### src/rtl/skin_bbox_tracker.sv
// rtl/skin_bbox_tracker.sv - run-length filtered skin bounding box and pixel count per frame
module skin_bbox_tracker #(
    parameter int IMG_WIDTH  = 640,
    parameter int IMG_HEIGHT = 480,
    parameter int MIN_RUN    = 8,
    parameter int MIN_PIXELS = 2000
) (
    input  logic        clk,
    input  logic        rst_n,
    input  logic        pixel_valid,
    input  logic        skin_in,
    input  logic        frame_start,
    output logic [9:0]  x_min,
    output logic [9:0]  x_max,
    output logic [9:0]  y_min,
    output logic [9:0]  y_max,
    output logic [18:0] skin_count,
    output logic        face_found,
    output logic        bbox_valid,
    output logic        busy
);

    localparam logic [9:0]  LAST_COL  = 10'(IMG_WIDTH - 1);
    localparam logic [9:0]  LAST_ROW  = 10'(IMG_HEIGHT - 1);
    localparam logic [5:0]  RUN_SAT   = 6'(MIN_RUN);
    localparam logic [5:0]  RUN_PRE   = 6'(MIN_RUN - 1);
    localparam logic [9:0]  RUN_BACK  = 10'(MIN_RUN - 1);
    localparam logic [19:0] RUN_ADD   = 20'(MIN_RUN);
    localparam logic [18:0] FACE_THR  = 19'(MIN_PIXELS);

    typedef enum logic [1:0] {
        IDLE   = 2'd0,
        ACCUM  = 2'd1,
        REPORT = 2'd2
    } state_t;

    state_t      state_q, state_d;
    logic [9:0]  col_q, col_d;
    logic [9:0]  row_q, row_d;
    logic [5:0]  run_q, run_d;
    logic        has_skin_q, has_skin_d;
    logic [9:0]  wx_min_q, wx_min_d;
    logic [9:0]  wx_max_q, wx_max_d;
    logic [9:0]  wy_min_q, wy_min_d;
    logic [9:0]  wy_max_q, wy_max_d;
    logic [18:0] wcount_q, wcount_d;

    logic [9:0]  x_min_q, x_min_d;
    logic [9:0]  x_max_q, x_max_d;
    logic [9:0]  y_min_q, y_min_d;
    logic [9:0]  y_max_q, y_max_d;
    logic [18:0] skin_count_q, skin_count_d;
    logic        face_found_q, face_found_d;
    logic        bbox_valid_q, bbox_valid_d;

    // Per-pixel working values: "base" is the state the pixel builds on (cleared on a
    // frame start), "p_" is the result after folding this pixel in.
    logic        accept, restart, line_end, frame_end;
    logic        confirm_first, confirm_more;
    logic [9:0]  b_col, b_row, b_xmin, b_xmax, b_ymin, b_ymax;
    logic [5:0]  b_run;
    logic        b_has;
    logic [18:0] b_cnt;
    logic [9:0]  cand_xmin;
    logic [9:0]  p_xmin, p_xmax, p_ymin, p_ymax;
    logic        p_has;
    logic [19:0] cnt_sum;
    logic [18:0] p_cnt;

    // Next-state, run-length filter, box accumulation and report latching.
    always_comb begin
        state_d      = state_q;
        col_d        = col_q;
        row_d        = row_q;
        run_d        = run_q;
        has_skin_d   = has_skin_q;
        wx_min_d     = wx_min_q;
        wx_max_d     = wx_max_q;
        wy_min_d     = wy_min_q;
        wy_max_d     = wy_max_q;
        wcount_d     = wcount_q;
        x_min_d      = x_min_q;
        x_max_d      = x_max_q;
        y_min_d      = y_min_q;
        y_max_d      = y_max_q;
        skin_count_d = skin_count_q;
        face_found_d = face_found_q;
        bbox_valid_d = 1'b0;
        accept       = 1'b0;
        restart      = 1'b0;

        case (state_q)
            IDLE: begin
                if (pixel_valid && frame_start) begin
                    accept  = 1'b1;
                    restart = 1'b1;
                end
            end
            ACCUM: begin
                if (pixel_valid) begin
                    accept  = 1'b1;
                    restart = frame_start;
                end
            end
            REPORT: begin
                // frame_start arriving here is deliberately ignored.
                state_d = IDLE;
            end
            default: begin
                state_d = IDLE;
            end
        endcase

        b_col  = restart ? 10'd0 : col_q;
        b_row  = restart ? 10'd0 : row_q;
        b_run  = restart ? 6'd0  : run_q;
        b_has  = restart ? 1'b0  : has_skin_q;
        b_xmin = restart ? 10'd0 : wx_min_q;
        b_xmax = restart ? 10'd0 : wx_max_q;
        b_ymin = restart ? 10'd0 : wy_min_q;
        b_ymax = restart ? 10'd0 : wy_max_q;
        b_cnt  = restart ? 19'd0 : wcount_q;

        line_end  = (b_col == LAST_COL);
        frame_end = line_end && (b_row == LAST_ROW);

        // The pixel that brings the run to MIN_RUN confirms the whole run; later
        // pixels of the same run extend it one at a time.
        confirm_first = skin_in && (b_run == RUN_PRE);
        confirm_more  = skin_in && (b_run == RUN_SAT);
        cand_xmin     = confirm_first ? (b_col - RUN_BACK) : b_col;

        p_xmin = b_xmin;
        p_xmax = b_xmax;
        p_ymin = b_ymin;
        p_ymax = b_ymax;
        p_has  = b_has;
        if (confirm_first || confirm_more) begin
            p_has = 1'b1;
            if (!b_has) begin
                p_xmin = cand_xmin;
                p_xmax = b_col;
                p_ymin = b_row;
                p_ymax = b_row;
            end else begin
                p_xmin = (cand_xmin < b_xmin) ? cand_xmin : b_xmin;
                p_xmax = (b_col > b_xmax)     ? b_col     : b_xmax;
                p_ymin = (b_row < b_ymin)     ? b_row     : b_ymin;
                p_ymax = (b_row > b_ymax)     ? b_row     : b_ymax;
            end
        end

        cnt_sum = {1'b0, b_cnt} + (confirm_first ? RUN_ADD : 20'd1);
        if (!(confirm_first || confirm_more)) begin
            p_cnt = b_cnt;
        end else if (cnt_sum[19]) begin
            p_cnt = '1;
        end else begin
            p_cnt = cnt_sum[18:0];
        end

        if (accept) begin
            has_skin_d = p_has;
            wx_min_d   = p_xmin;
            wx_max_d   = p_xmax;
            wy_min_d   = p_ymin;
            wy_max_d   = p_ymax;
            wcount_d   = p_cnt;

            // Runs never carry across a line boundary.
            if (line_end || !skin_in) begin
                run_d = 6'd0;
            end else if (b_run == RUN_SAT) begin
                run_d = RUN_SAT;
            end else begin
                run_d = b_run + 6'd1;
            end

            if (line_end) begin
                col_d = 10'd0;
                row_d = frame_end ? 10'd0 : b_row + 10'd1;
            end else begin
                col_d = b_col + 10'd1;
                row_d = b_row;
            end

            if (frame_end) begin
                // Outputs move on the last pixel's edge so they are already stable
                // during the REPORT cycle when bbox_valid is high.
                state_d      = REPORT;
                bbox_valid_d = 1'b1;
                x_min_d      = p_has ? p_xmin : 10'd0;
                x_max_d      = p_has ? p_xmax : 10'd0;
                y_min_d      = p_has ? p_ymin : 10'd0;
                y_max_d      = p_has ? p_ymax : 10'd0;
                skin_count_d = p_has ? p_cnt  : 19'd0;
                face_found_d = p_has && (p_cnt >= FACE_THR);
            end else begin
                state_d = ACCUM;
            end
        end
    end

    // State, working and output registers; a reset drops any partial frame.
    always_ff @(posedge clk or negedge rst_n) begin
        if (!rst_n) begin
            state_q      <= IDLE;
            col_q        <= '0;
            row_q        <= '0;
            run_q        <= '0;
            has_skin_q   <= 1'b0;
            wx_min_q     <= '0;
            wx_max_q     <= '0;
            wy_min_q     <= '0;
            wy_max_q     <= '0;
            wcount_q     <= '0;
            x_min_q      <= '0;
            x_max_q      <= '0;
            y_min_q      <= '0;
            y_max_q      <= '0;
            skin_count_q <= '0;
            face_found_q <= 1'b0;
            bbox_valid_q <= 1'b0;
        end else begin
            state_q      <= state_d;
            col_q        <= col_d;
            row_q        <= row_d;
            run_q        <= run_d;
            has_skin_q   <= has_skin_d;
            wx_min_q     <= wx_min_d;
            wx_max_q     <= wx_max_d;
            wy_min_q     <= wy_min_d;
            wy_max_q     <= wy_max_d;
            wcount_q     <= wcount_d;
            x_min_q      <= x_min_d;
            x_max_q      <= x_max_d;
            y_min_q      <= y_min_d;
            y_max_q      <= y_max_d;
            skin_count_q <= skin_count_d;
            face_found_q <= face_found_d;
            bbox_valid_q <= bbox_valid_d;
        end
    end

    assign x_min      = x_min_q;
    assign x_max      = x_max_q;
    assign y_min      = y_min_q;
    assign y_max      = y_max_q;
    assign skin_count = skin_count_q;
    assign face_found = face_found_q;
    assign bbox_valid = bbox_valid_q;
    assign busy       = (state_q == ACCUM);

endmodule

### config.mk
export PLATFORM = sky130hd
export DESIGN_NAME = skin_bbox_tracker
export DESIGN_NICKNAME = d
export VERILOG_FILES = /design/src/rtl/skin_bbox_tracker.sv
export SDC_FILE = /design/constraint.sdc
export NUM_CORES = 1
export LEC_CHECK = 0
export BUFFER_PORTS_ARGS = -buffer_cell sky130_fd_sc_hd__buf_2
export CORE_UTILIZATION = 41
export DETAILED_ROUTE_END_ITERATION = 8
export PLACE_DENSITY = 0.64
export SYNTH_ARGS = -nofsm -noshare
export SYNTH_HDL_FRONTEND = slang
export SYNTH_SLANG_ARGS = --single-unit
### constraint.sdc
create_clock -name clk -period 5.28 [get_ports clk]
set_input_delay 0.528 -clock clk [delete_from_list [all_inputs] [get_ports clk]]
set_output_delay 0.528 -clock clk [all_outputs]
set_load 0.02 [all_outputs]
# Word-level counts from Yosys, hierarchy flattened
# Cells that the tools add are included.
classes:
  addsub: 5
  reduce_logical: 11
  shifts: 0
  n_mul: 0
  n_lt_le_gt_ge: 5
  bitwise_logic: 0
  div: 0
  mux: 46
  n_eq_ne: 6
op_table:
  columns: ["operator", "count"]
  rows:
  - ["$mux 10", 26]
  - ["$mux 19", 4]
  - ["$add 10x1->10 const B", 2]
  - ["$add 19x4->20", 1]
  - ["$gt 10x10->1", 2]
  - ["$lt 10x10->1", 2]
  - ["$ge 19x11->1 const B", 1]
  - ["$mux 6", 3]
  - ["$eq 10x10->1 const B", 1]
  - ["$eq 10x9->1 const B", 1]
  - ["$sub 10x3->10 const B", 1]
  - ["$mux 1", 7]
  - ["$add 6x1->6 const B", 1]
  - ["$eq 6x3->1 const B", 1]
  - ["$eq 6x4->1 const B", 1]
  - ["$mux 2", 3]
  - ["$logic_and 1x1->1", 5]
  - ["$mux 4", 1]
  - ["$pmux 1 s2", 2]
  - ["$eq 2x1->1 const B", 1]
  - ["$logic_not 2->1", 1]
  - ["$logic_or 1x1->1", 2]
  - ["$ne 2x1->1 const B", 1]
  - ["$reduce_and 2->1", 1]
  - ["other kinds (2)", 2]
totals:
  inputBits: 5
  rom_bits: 0
  latch_bits: 0
  out_inout_bits: 62
  reg_bits: 149
  ramBits: 0
  n_memories: 0
  elab_cells: 90

# Logic depth before layout (Yosys ltp)
# Gate-level depths: netlist (run 1).
depth:
  depth_word: 12
  ltp_mapped: 23
  mapped_depth_nobuf: 18

# Least setup slack after synthesis (run 1)
# No wires, ideal clock.
synth_path:
  path_kind: "input to register"
  start: "input pixel_valid"
  end: "register wx_min_q[0]"
  path_slack_ns: 0.431
  arrival_time_ns: 4.749
  stages: 21
  required_time_ns: 5.181
  setup_ns: 0.099
  cell_sequence: "nand3b_4 -> buf_4 -> clkbuf_1 -> clkbuf_1 -> clkbuf_1 -> nand2_1 -> inv_1 -> ha_1 -> nand3b_1 -> nor3_1 -> nand4_1 -> xnor2_1 -> ha_1 -> or3_1 -> o221a_2 -> a221oi_1 -> nand2b_1 -> buf_2 -> and3_1 -> nor2_1 -> a311oi_1"
synth_via:
  elab_chain_len: 11
  word_cells_on_any_way: 21
  classes_between: "1 x add/sub; 1 x order compare; 2 x eq/ne; 13 x mux; 4 x reduce/logical"
synth_lines:
  columns: ["item", "line", "rtl"]
  rows:
  - ["start, declared", "10", "input logic pixel_valid,"]
  - ["parallel branches: the longest is 11 deep, another holds $sub 10x3->10", null, null]
  - ["end signal, assigned", "230", "wx_min_q <= wx_min_d;"]
  - ["end, declared", "42", "logic [9:0] wx_min_q, wx_min_d;"]
# Parallel ways; which one is timed is not known.
# A chain may end at the register's enable or synchronous reset.

# Worst setup path after layout (run 1)
layout_path:
  start: "register state_q[1]"
  end: "register wx_min_q[4]"
layout_via:
  elab_chain_len: 10
  word_cells_on_any_way: 19
  classes_between: "1 x add/sub; 1 x order compare; 3 x eq/ne; 10 x mux; 4 x reduce/logical"
layout_lines:
  columns: ["item", "line", "rtl"]
  rows:
  - ["start, declared", "37", "state_t state_q, state_d;"]
  - ["start signal, assigned", "225", "state_q <= state_d;"]
  - ["parallel branches: the longest is 10 deep, another holds $sub 10x3->10", null, null]
# Parallel ways; which one is timed is not known.

==> summary.txt, run 1 <==
Global routing
  – Total gr overflow: 0
  – Pin count of the biggest net entering global routing: around 110
  – Overall Global Routing Usage: 22.4%
  – Initial antenna violation count: 0
  – First-pass GRT wire length: around 37000 um
  – Number of global-route vias before repair: 6866

Final layout
  – Final core utilization: 48.1%
  – Area of the multi-input gates: approximately 4300 um^2
  – Non-Filler Instances: 1258
  – Share of cells above drive strength 1: 13.4%
  – Area Overhead vs Synth: 13.2%
  – Number of inserted diodes: 0
  – Layout fillers: ~1900
  – Register area: 3730 um^2
  – # nets final: a little over 1000

Yosys
  – Syn Std Cell Area: 8370 um^2
  – Synthesized Nets: 978
  – Cells taking the most area after synthesis: dfrtp_1 45%, nand2_1 8.0%, ha_1 6.7%, o21ai_0 5.7%, nor2_1 2.6%
  – Yosys cell types: 75
  – EDFF count, synth: 0
  – Top cells by count, synth: 179 x nand2_1, 149 x dfrtp_1, 95 x o21ai_0, 57 x nor2_1, 45 x ha_1
  – Gate Count Post-Synth: ~930
  – Sequential fraction of the synthesis area: 44.5%
  – Async S/R FF share, synth: 100%
  – Share of the synthesized area in the top cell type: 44.5%
  – Seq cells post-synth: between 100 and 150
  – Cell with the most instances after synthesis: nand2_1
  – YS warnings: 0
  – Top FF cell, synth: dfrtp_1
  – Syn Area/Cell: 9.02 um^2
  – Synth area leader: dfrtp_1

Clock network
  – Post-CTS Hold Buffers: 0
  – CTS clk-pin slew, worst paths: 0.06 ns
  – Sink Count: 149
  – TritonCTS clock tree: yes
  – CTS resizes: 0
  – Root buffer cell: clkbuf_16
  – CTS Buffer Depth: 2
  – Num CTS Buffers: 17
  – Worst-skew pair later-pin latency: 0.43 ns
  – Htree depth: 4
  – # Post-CTS Setup Buffers: 0

Floorplanning
  – Core area: approximately 20000 um^2
  – I/O pin cnt: 67
  – Row cnt: a little over 50
  – Die Wd: 145 um
  – Die height: 145 um
  – Initial Utilization: 42.5%
  – Die ar.: 21000 um^2

Routing
  – Avg WL per Cell: 18.1 um
  – Routed wire length: 22800 um
  – # DRC: 0
  – Initial DRT Pass Iterations: 4
  – Via count: about 7100
  – Antenna-violating nets left: 0
  – Initial DRC Count: about 510
  – Via density: 5.68

Timing
  – Unrepaired setup endpoints after global routing: false
  – Final worst clock skew: 0.00862 ns
  – Hold Slack: between 0.2 and 0.25 ns
  – Max Freq: 208 MHz
  – Max Slew Vio Count: 0
  – Worst slew pin tran: ~0.99 ns
  – Max_slew headroom: 34.1%
  – Endpoints failing setup: 0
  – Final Hold Vio Count: 0
  – Setup tns final: 0 ns
  – Tmin final: 4.80 ns
  – Final period util: around nine tenths

Setup path
  – Startpoint types: flop
  – Worst setup path endpoint: wx_min_q[4]
  – FF-to-FF Start: state_q[1]
  – Crit path DAT: roughly 5 ns
  – Reg2reg end: wx_min_q[4]
  – CP startpoint: state_q[1]
  – Worst R2R Path Depth: 15
  – CP Capture Type: flop
  – WS Path Type: flop to flop
  – Reg-to-reg slack, setup: around 0.48 ns
  – Max Fanout on Critical Path: 11
  – CP required: 5.60 ns

Outcome
  – Run status: finished, final reports clean

Pwr
  – P_leak: 4.52 nW
  – Power Dens Cells: 255 nW/um^2
  – Switching Share: 25.4%
  – Clk network pwr share: 45.4%
  – P_sw: approximately 600 uW
  – VDD IR max: 0.000173 V
  – Share of total power in combinational logic: 6.7%
  – Total power: 2.42 mW
  – Internal power: around 1.8 mW
  – Seq pwr share: 47.9%

Flow run
  – Max-cap viol count: 0

Placement
  – RePlAce Congestion: approximately 0.87
  – I/O Buffers: between 60 and 70
  – DPL Wire Length: 16100 um
  – Placed Instances: around 1200

Hold path
  – Worst hold path type: input pin to async pin
[power by group through the flow]
| stage | clock [mW] | combinational [mW] | sequential, mW |
|---|---|---|---|
| 6_report | 1.10 | 0.162 | 1.16 |
| 5_1_grt | 1.16 | 0.184 | 1.16 |
| 4_1_cts | 1.11 | 0.163 | 1.16 |
| 3_5_place_dp | 0 | 0.162 | 1.18 |
| 3_3_place_gp | 0 | 0.161 | 1.18 |
| 2_1_floorplan | 0 | 0.103 | 1.18 |
[critical path, stage by stage, from the launching register on]
cell	delay [ns]
dfrtp_1	0.38
nand3b_4	0.19
and2_1	0.19
ha_1	0.24
nand3b_1	0.12
nor3_1	0.55
nand4_1	0.25
xnor2_1	0.25
ha_1	0.24
or3_1	0.37
o221a_2	0.27
a221oi_1	0.34
nand2_1	0.12
o21ai_1	0.46
o21ai_1	0.41
a22o_1	0.30
[worst min-delay path by stage]
stage                     slack (ns)   startpoint  cells past startpoint     endpoint
after CTS                       0.27        rst_n                      1     x_max[3]
after floorplan                 0.23        rst_n                      0   bbox_valid
after global routing            0.30        rst_n                      1     x_max[5]
after global placement          0.46  wcount_q[0]                      2  wcount_q[0]
after detailed placement        0.47     y_max[6]                      2     y_max[6]
final                           0.23        rst_n                      1     x_max[5]
[state kept, by name (all words and copies together), names as in the netlist, 6 cells and up]
name        count
x_min          10
run_q           6
wy_max_q       10
wx_max_q       10
wcount_q       19
skin_count     19
y_min          10
x_max          10
col_q          10
wy_min_q       10
wx_min_q       10
y_max          10
row_q          10
[cell usage in the layout (no fill, tap or decap), types with 15 or more instances in the layout]
| cell type | instances |
|---|---|
| a21oi_1 | 38 |
| a22o_1 | 24 |
| buf_2 | 65 |
| buf_4 | 15 |
| clkbuf_16 | 17 |
| dfrtp_1 | 149 |
| ha_1 | 45 |
| inv_1 | 31 |
| nand2_1 | 179 |
| nand3_1 | 37 |
| nor2_1 | 57 |
| o21ai_0 | 94 |
| o2bb2ai_1 | 17 |
[stage by stage]
stage	worst slack, ns	area, um^2
after detailed placement	0.336	8950
after CTS	0.546	9480
after global placement	0.469	8950
final	0.483	9480
after floorplan	0.431	8370
after global routing	0.0444	9480
[layout make-up]
class                           count  area share (%)
Clock buffer                       18            4.63
Clock inverter                     12           0.872
Sequential cell                   149            39.4
Tap cell                          265            3.50
Multi-Input combinational cell    702            45.7
Timing Repair Buffer               81            4.74
Inverter                           31            1.23
[routing by layer]
layer  vias up  wire length, um  GRT usage [%]
li1       3433                -              -
met3        53             1210           4.03
met5         -                0              0
met1      3448            10600           30.9
met2       213            10400           34.0
met4         0              671           10.3
[cells by family (layout without fill, tap and decap cells)]
group	count (synthesis)	in the layout	share of synthesized area [%]
XOR/XNOR	24	24	2.51
AO/OA/AOI/OAI	249	249	19.6
AND/OR/NAND/NOR	368	368	20.8
buffers and inverters	77	142	3.86
multiplexers	16	16	1.96
adder cells (fa/ha/maj)	45	45	6.72
flip-flops	149	149	44.5
(Power assumes the default switching activity.)
==> inputs of run 2 (changes only) <==
==> constraint.sdc (replaced) <==
create_clock -name clk -period 5.28 [get_ports clk]
set_input_delay 1.056 -clock clk [delete_from_list [all_inputs] [get_ports clk]]
set_output_delay 1.056 -clock clk [all_outputs]
set_load 0.02 [all_outputs]
==> summary.txt, run 2 (synthesized netlist as in run 1, its figures left out) <==
Timing
  – Unrepaired setup endpoints after global routing: false
  – Endpoints failing setup: 0 (unchanged)
  – Worst slew pin tran: 0.796 ns (-0.189 ns)
  – Setup tns final: 0 ns (unchanged)
  – Final worst clock skew: 0.00959 ns (+0.000964 ns)
  – Final Hold Vio Count: 0 (unchanged)
  – Max_slew headroom: 46.6% (+12 points)
  – Final period util: 84.0% (-6.9 points)
  – Max Slew Vio Count: 0 (unchanged)
  – Max Freq: 226 MHz (+8.2%)
  – Tmin final: 4.43 ns (-0.364 ns)

Floorplanning
  – Initial Utilization: 42.5% (unchanged)
  – Row cnt: 51 (unchanged)
  – Die ar.: 21000 um^2 (unchanged)
  – Die Wd: 145 um (unchanged)
  – I/O pin cnt: 67 (unchanged)
  – Core area: 19700 um^2 (unchanged)
  – Die height: 145 um (unchanged)

Setup path
  – Reg-to-reg slack, setup: 1.16 ns (+0.68 ns)
  – Worst R2R Path Depth: 16 (+1)
  – CP Capture Type: flop
  – Reg2reg end: wx_min_q[6]
  – Max Fanout on Critical Path: 9 (-2)
  – CP required: 5.65 ns (+0.05 ns)
  – Crit path DAT: 4.80 ns (-0.32 ns)
  – FF-to-FF Start: state_q[1]
  – Startpoint types: input pin
  – WS Path Type: input pin to flop

Routing
  – Via density: 5.65 (-0.51%)
  – Routed wire length: 22400 um (-1.9%)
  – # DRC: 0 (unchanged)
  – Avg WL per Cell: 17.7 um (-2.5%)
  – Antenna-violating nets left: 0 (unchanged)
  – Initial DRC Count: 590 (+15%)
  – Initial DRT Pass Iterations: 5 (+1)
  – Via count: 7156 (+0.13%)

Global routing
  – Initial antenna violation count: 0 (unchanged)
  – First-pass GRT wire length: 37200 um (-0.11%)
  – Number of global-route vias before repair: 7073 (+3.0%)
  – Pin count of the biggest net entering global routing: 52 (-51%)
  – Overall Global Routing Usage: 22.1% (-0.27 points)
  – Total gr overflow: 0 (unchanged)

Placement
  – RePlAce Congestion: 0.892 (+2.9%)
  – DPL Wire Length: 16000 um (-0.27%)
  – I/O Buffers: 66 (unchanged)

Clock network
  – Root buffer cell: clkbuf_16
  – CTS clk-pin slew, worst paths: 0.06 ns (about the same)
  – # Post-CTS Setup Buffers: 0 (unchanged)
  – Htree depth: 4 (unchanged)
  – CTS resizes: 0 (unchanged)
  – Post-CTS Hold Buffers: 0 (unchanged)
  – CTS Buffer Depth: 2 (unchanged)
  – Worst-skew pair later-pin latency: 0.43 ns (about the same)
  – Sink Count: 149 (unchanged)
  – Num CTS Buffers: 17 (unchanged)
  – TritonCTS clock tree: yes

Pwr
  – Power Dens Cells: 275 nW/um^2 (+7.8%)
  – VDD IR max: 0.000217 V (+26%)
  – Total power: 2.66 mW (+9.9%)
  – P_leak: 4.61 nW (+2.1%)

Final layout
  – Area Overhead vs Synth: 15.3%
  – Most frequent cells in the layout: 179 x nand2_1, 149 x dfrtp_1, 94 x o21ai_0
  – Commonest non-fill, non-tap cell in the layout: nand2_1
  – # nets final: 1039 (+0.68%)
  – Share of cells above drive strength 1: 14.2% (+0.79 points)
  – Final core utilization: 49.0% (+0.92 points)
  – Layout fillers: 1843 (-2.2%)
  – Number of inserted diodes: 0 (unchanged)

Hold path
  – Hold_sp: wx_max_q[0]
  – Worst hold path type: flop to flop
  – Worst Hold Depth: 1
  – Hold-critical path endpoint: x_max[0]

Outcome
  – Run status: finished, final reports clean

Flow run
  – Max-cap viol count: 0 (unchanged)
run 2: cell count changes in the layout (fill, tap and decap cells not counted):
cell and change:
nor3_1 -1, buf_4 +7, nor3_2 +1, clkinvlp_4 -1, bufinv_16 +5, clkinv_2 -2, inv_6 -3, clkinv_4 +2
run 2: stage by stage:
step                setup WS [ns]  instances  hold slack (ns)  instance area, um^2
finish                      0.847       1266            0.472                 9660
CTS                         0.898       1266            0.477                 9660
global placement            0.548       1235            0.459                 9010
global route                0.525       1266            0.499                 9660
floorplan                  0.0513        928            0.441                 8380
detailed placement          0.458       1235            0.464                 9010
run 2: worst max path at each step:
stage | endpoint | cells after the start | start | slack (ns)
finish | wx_min_q[6] | 17 | frame_start | 0.85
global route | wx_min_q[5] | 15 | frame_start | 0.53
floorplan | face_found | 21 | pixel_valid | 0.05
CTS | wx_min_q[3] | 15 | frame_start | 0.90
detailed placement | wx_min_q[3] | 17 | frame_start | 0.46
global placement | wx_min_q[7] | 15 | frame_start | 0.55
run 2: cell type report:
type,count,area (um^2),area share [%]
Multi-Input combinational cell,702,4330,44.9
Sequential cell,149,3730,38.6
Inverter,31,116,1.20
Timing Repair Buffer,88,502,5.20
Clock buffer,18,439,4.55
Clock inverter,13,206,2.14
Tap cell,265,332,3.43
run 2: routing by layer:
metal	track usage, %	part of all wire, %	up-vias
met5	0	0	-
met4	8.46	2.5	0
met3	3.90	5.0	37
met2	34.5	46	218
met1	30.4	47	3457
li1	-	-	3444
run 2: report_power, final:
group	internal (mW)	leakage, nW	switching, mW
Sequential	1.15	2.07	0.00978
Clock	0.847	0.312	0.489
Combinational	0.0495	2.23	0.114
Total	2.05	4.61	0.613
run 2: critical path: stages:
cell	delay, ns
buf_2	0.13
nand3b_4	0.12
and2_1	0.18
ha_1	0.24
nand3b_1	0.15
nor2_1	0.21
nand3_1	0.15
nor3_1	0.21
xnor2_1	0.14
nor2_1	0.07
ha_1	0.21
or3_1	0.34
o221a_2	0.26
a221oi_1	0.36
nand2b_1	0.34
and3_1	0.43
a22o_1	0.20
